--- src/rtl/sat_counter.sv ---
// Saturating up-counter: sticks at all-ones instead of wrapping.
// A clear has priority over an increment in the same cycle.
module sat_counter #(
   parameter int P_W = 32
) (
   input  logic           i_clk,
   input  logic           i_rst,
   input  logic           i_inc,
   input  logic           i_clr,
   output logic [P_W-1:0] o_cnt
);

   always_ff @(posedge i_clk or posedge i_rst) begin
      if (i_rst) begin
         o_cnt <= '0;
      end else if (i_clr) begin
         o_cnt <= '0;
      end else if (i_inc && (o_cnt != '1)) begin
         // NOTE: sequential state is assigned with <= so every flop samples pre-edge values.
         o_cnt <= o_cnt + 1'b1;
      end
   end

endmodule

--- config.mk ---
export PLATFORM = sky130hd
export DESIGN_NAME = sat_counter
export DESIGN_NICKNAME = d
export VERILOG_FILES = /design/src/rtl/sat_counter.sv
export SDC_FILE = /design/constraint.sdc
export NUM_CORES = 1
export LEC_CHECK = 0
export ABC_CLOCK_PERIOD_IN_PS = 5400
export BUFFER_PORTS_ARGS = -buffer_cell sky130_fd_sc_hd__buf_4
export CORE_MARGIN = 5
export CORE_UTILIZATION = 58
export DETAILED_ROUTE_END_ITERATION = 8
export PLACE_DENSITY = 0.87
export SLEW_MARGIN = 10
export SYNTH_ARGS = -nofsm -noshare
export SYNTH_HDL_FRONTEND = slang
export SYNTH_SLANG_ARGS = --single-unit
--- constraint.sdc ---
create_clock -name i_clk -period 5.4 [get_ports i_clk]
set_clock_uncertainty 0.2 [all_clocks]
set_input_delay 0.81 -clock i_clk [delete_from_list [all_inputs] [get_ports i_clk]]
set_output_delay 0.81 -clock i_clk [all_outputs]
set_load 0.03 [all_outputs]
== Word level (Yosys, flattened, before mapping) ==
Index checks and enable logic that the tools add are counted.

* Flip-flop bits (word level): 32
* Input bits: 4
* Output and inout bits: 32
* Word-level logic and storage cells: 7

* $add $sub $neg: 1
* Equal/unequal tests: 1
* Mux-type cells: 2
* Reductions and logical operators: 2

{| class="wikitable"
|+ Operator list
! cell !! number
|-
| two-way mux 32 bit || 2
|-
| adder 32 x 1 -> 32 bit, second input constant || 1
|-
| != test 32 bit, second input constant || 1
|-
| nonzero test 2 bit || 1
|-
| logical AND 1 bit || 1
|}

== Depth between registers and ports, before layout ==
* Word-level depth: 4
* Depth in mapped cells: 7
* Depth with buffers taken out: 6

== Worst setup path before layout ==
OpenSTA, ideal clock, no wires.

* Path kind: register -> register
* Start point: register o_cnt[0]
* End point: register o_cnt[20]
* Library setup time: 0.078 ns
* Data arrival time: 2.342 ns
* Data required time: 5.122 ns
* Path slack: 2.780 ns
* Stages on the path, launching flop included: 8
* Path buffers: 1
* Period minus slack after synthesis: 2.620 ns
* Path through: dfrtp_1 -> ha_1 -> nand2_1 -> or4_4 -> or3_4 -> buf_6 -> or4_1 -> a21oi_1

* Longest elaborated chain between the ends: 3
* Elaborated cells on any way between the ends: 6
* Those cells by class: add/sub: 1; eq/ne: 1; mux: 2; reduce/logical: 2

{| class="wikitable"
|+ Ends and longest elaborated chain
! element !! RTL line !! source
|-
| from (decl) || 10 || <nowiki>output logic [P_W-1:0] o_cnt</nowiki>
|-
| from (signal assigned) || 20 || <nowiki>o_cnt <= o_cnt + 1'b1;</nowiki>
|-
| adder 32 x 1 -> 32 bit / != test 32 bit (equally long branches) || 20, 18 ||
|-
| two-way mux 32 bit / logical AND 1 bit (equally long branches) || 18 || <nowiki>end else if (i_inc && (o_cnt != '1)) begin</nowiki>
|-
| two-way mux 32 bit / nonzero test 2 bit (equally long branches) || -- ||
|}

Parallel ways exist; a longest one is shown, timed or not. The select of a mux whose other input is x is not followed.
A chain may end at the register's enable or synchronous reset.

== Worst setup path in the final report ==
* Start point: register o_cnt[24]
* End point: register o_cnt[9]

* Longest elaborated chain between the ends: 3

{| class="wikitable"
|+ Ends and longest elaborated chain
! element !! RTL line
|-
| != test 32 bit || 18
|-
| logical AND 1 bit || 18
|-
| nonzero test 2 bit (no line) || --
|}

No other way between the ends.

==> impl_metrics.env <==
export IMPL_cpLargestDelayFamily="compound AO/OA/AOI/OAI gates"
export IMPL_areaGrowthSynthToFinish_pct=19.1
export IMPL_yosys_area_top_type="dfrtp_1"
export IMPL_wire_per_inst_um=17.0
export IMPL_die_area_um2=4200
export IMPL_ys_seq_elements=32
export IMPL_setup_viol=0
export IMPL_power_density_nw_per_um2=191
export IMPL_num_antenna_cells=0
export IMPL_regMostFlops="o_cnt"
export IMPL_max_freq_mhz=355
export IMPL_hold_viol=0
export IMPL_place_ws_ps=2650
export IMPL_arrival_ps=2890
export IMPL_max_vdd_ir_drop_mv=0.167
export IMPL_cts_setup_buffers=0
export IMPL_dp_final_hpwl_mm=2.96
export IMPL_maxSlewViolCount=0
export IMPL_clock_latency_ps=340
export IMPL_cts_num_sinks=32
export IMPL_hold_class="in -> async"
export IMPL_synth_distinct_cells=33
export IMPL_status="finished, final reports clean"
export IMPL_cp_buffers_inverters=0
export IMPL_drive_gt1_share_pct=21.4
export IMPL_required_ps=5470
export IMPL_worst_slew_pin_slew_ps=1110
export IMPL_cts_tree="built"
export IMPL_grt_max_degree=33
export IMPL_gr_total_overflow=0
export IMPL_fp_dieW_um=64.8
export IMPL_path_cells="and4_1, nand3_1, o41ai_1, o21ai_0, a21oi_1"
export IMPL_io_pin_count=36
export IMPL_synthTopCellsByArea="dfrtp_1 46%, a21oi_1 7.8%, o31ai_1 6.5%"
export IMPL_final_antenna_net_count=0
export IMPL_worstSetupStartpointType="flop"
export IMPL_slowest_delay_ps=1070
export IMPL_fill_cells=221
export IMPL_synth_nets=191
export IMPL_crit_fanout=8
export IMPL_syn_inst=186
export IMPL_grt_pass1_wl_mm=7.98
export IMPL_first_iter_violations=227
export IMPL_root_buffer="clkbuf_4"
export IMPL_dominantRegCellSynth="dfrtp_1"
export IMPL_finalNonFillerCells=255
export IMPL_die_height_um=64.8
export IMPL_cap_violations=0
export IMPL_via_per_inst=6.72
export IMPL_dp_cells=248
export IMPL_start_util_pct=62.0
export IMPL_path_class="reg -> reg"
export IMPL_min_period_ps=2820
export IMPL_synthArstFlopShare_pct=100
export IMPL_coreArea_um2=2810
export IMPL_fp_row_count=19
export IMPL_synth_top_cell_area_share_pct=46.0
export IMPL_finalCritPeriodShare_pct=52.2
export IMPL_gp_congestion=0.802
export IMPL_cts_repair_resized=0
export IMPL_port_buffers=35
export IMPL_fin_setup_tns_ps=0
export IMPL_nNetsFinal=229
export IMPL_synth_warning_count=0
export IMPL_holdBufCountCts=0
export IMPL_grt_pass1_vias=1745
export IMPL_vias=1713
export IMPL_drc=0
export IMPL_routed_wl_mm=4.32
export IMPL_end_kind="flop"
export IMPL_numCtsBuffers=5
export IMPL_rsz0062_at_grt="no"
export IMPL_slew_headroom_pct=24.9
export IMPL_power_leakage_nw=0.860
export IMPL_antenna_found_initial=0
export IMPL_fin_ws_ps=2580
export IMPL_grt_usage_pct=23.9
export IMPL_cts_buffer_depth=2
export IMPL_largest_reg_flops=32
export IMPL_syn_area_um2=1740
export IMPL_synth_edf_count=0
export IMPL_syn_area_per_cell_um2=9.36
export IMPL_dr_pass1_iters=6
export IMPL_yosysSeqAreaShare_pct=46.0
export IMPL_largest_registers="o_cnt: 32 flops"
export IMPL_cp_slowest_cell="o41ai_1"
export IMPL_whs_ps=345
export IMPL_clkTransAtPathRegs_ps=100
export IMPL_htreeDepth=2
## final cells by class
cell class                      count  area [µm²]  share of cell area, %
Tap cell                           31        38.8                   1.87
Clock buffer                        6        41.3                   1.99
Sequential cell                    32         801                   38.6
Inverter                            8        30.0                   1.45
Timing Repair Buffer               37         278                   13.4
Clock inverter                      1        5.00                  0.242
Multi-Input combinational cell    140         878                   42.4
## kinds of logic (layout without fill, tap and decap cells)
family	after synthesis	after routing	synth area share [%]
flip-flops	32	32	46.0
AND/OR/NAND/NOR	74	74	25.9
adder cells (fa/ha/maj)	1	1	0.719
multiplexers	1	1	0.575
buffers and inverters	14	52	3.52
XOR/XNOR	3	3	1.51
AO/OA/AOI/OAI	61	61	21.8
## metal layers
layer	GRT usage (%)	vias to the layer above	part of all wire [%]
met4	9.50	0	2.4
met2	40.9	77	52
met5	0	-	0
met1	28.4	820	39
met3	6.56	13	7.1
li1	-	803	-
## where the power goes
group	total [mW]	leakage (nW)	switching (mW)	internal [mW]
clock network	0.131	0.0281	0.0830	0.0479
registers	0.243	0.446	0.00196	0.241
logic	0.0215	0.387	0.0151	0.00638
## worst reg2reg max path, cell delays in order, from the launching register on
cell and delay, ps:
dfrtp_1 480, and4_1 310, nand3_1 290, o41ai_1 1070, o21ai_0 200, a21oi_1 180
## cells in the mapped netlist (all sizes together), types with 3 or more instances
| cell | number |
|---|---|
| dfrtp | 32 |
| a21oi | 27 |
| o31ai | 15 |
| or4 | 15 |
| or3 | 13 |
| o21ai | 12 |
| nand2 | 11 |
| nand3 | 10 |
| inv | 8 |
| nand4 | 7 |
| nor2 | 6 |
| and4 | 4 |
| clkbuf | 4 |
| and3 | 3 |
| nor4 | 3 |
## worst paths after layout
kind                            startpoint        end  slack (ps)  cells past startpoint
worst min-delay path                 i_rst   o_cnt[3]         340                      3
worst min register to register   o_cnt[15]  o_cnt[15]         370                      2
max in group asynchronous            i_rst   o_cnt[7]        4370                      3
worst max register to register   o_cnt[24]   o_cnt[9]        2580                      5
worst max-delay path             o_cnt[24]   o_cnt[9]        2580                      5
min in group i_clk               o_cnt[15]  o_cnt[15]         370                      2
## metrics by stage
step	cell area [µm²]	power, mW	util (%)
after detailed placement	2030	0.269	72.2
after floorplan	1740	0.261	-
after global routing	2070	0.414	73.9
after CTS	2070	0.397	73.9
after global placement	2030	0.269	72.2
final	2070	0.395	73.9
## cell usage in the layout, fill, tap and decap left out, types with 2 or more instances in the layout
cell type / synthesis / routed
nand3_1: 10 / 10
and4_1: 4 / 4
nor2_1: 6 / 6
xnor2_1: 2 / 2
nor4_1: 3 / 3
and3_1: 3 / 3
nand2_1: 11 / 11
or3_1: 12 / 12
buf_4: 0 / 37
nand4_1: 6 / 6
o21ai_0: 12 / 12
a21oi_1: 27 / 27
inv_1: 8 / 8
dfrtp_1: 32 / 32
clkbuf_4: 0 / 5
or4_1: 14 / 14
o31ai_1: 15 / 15
Power figures use the tool's default switching activity.
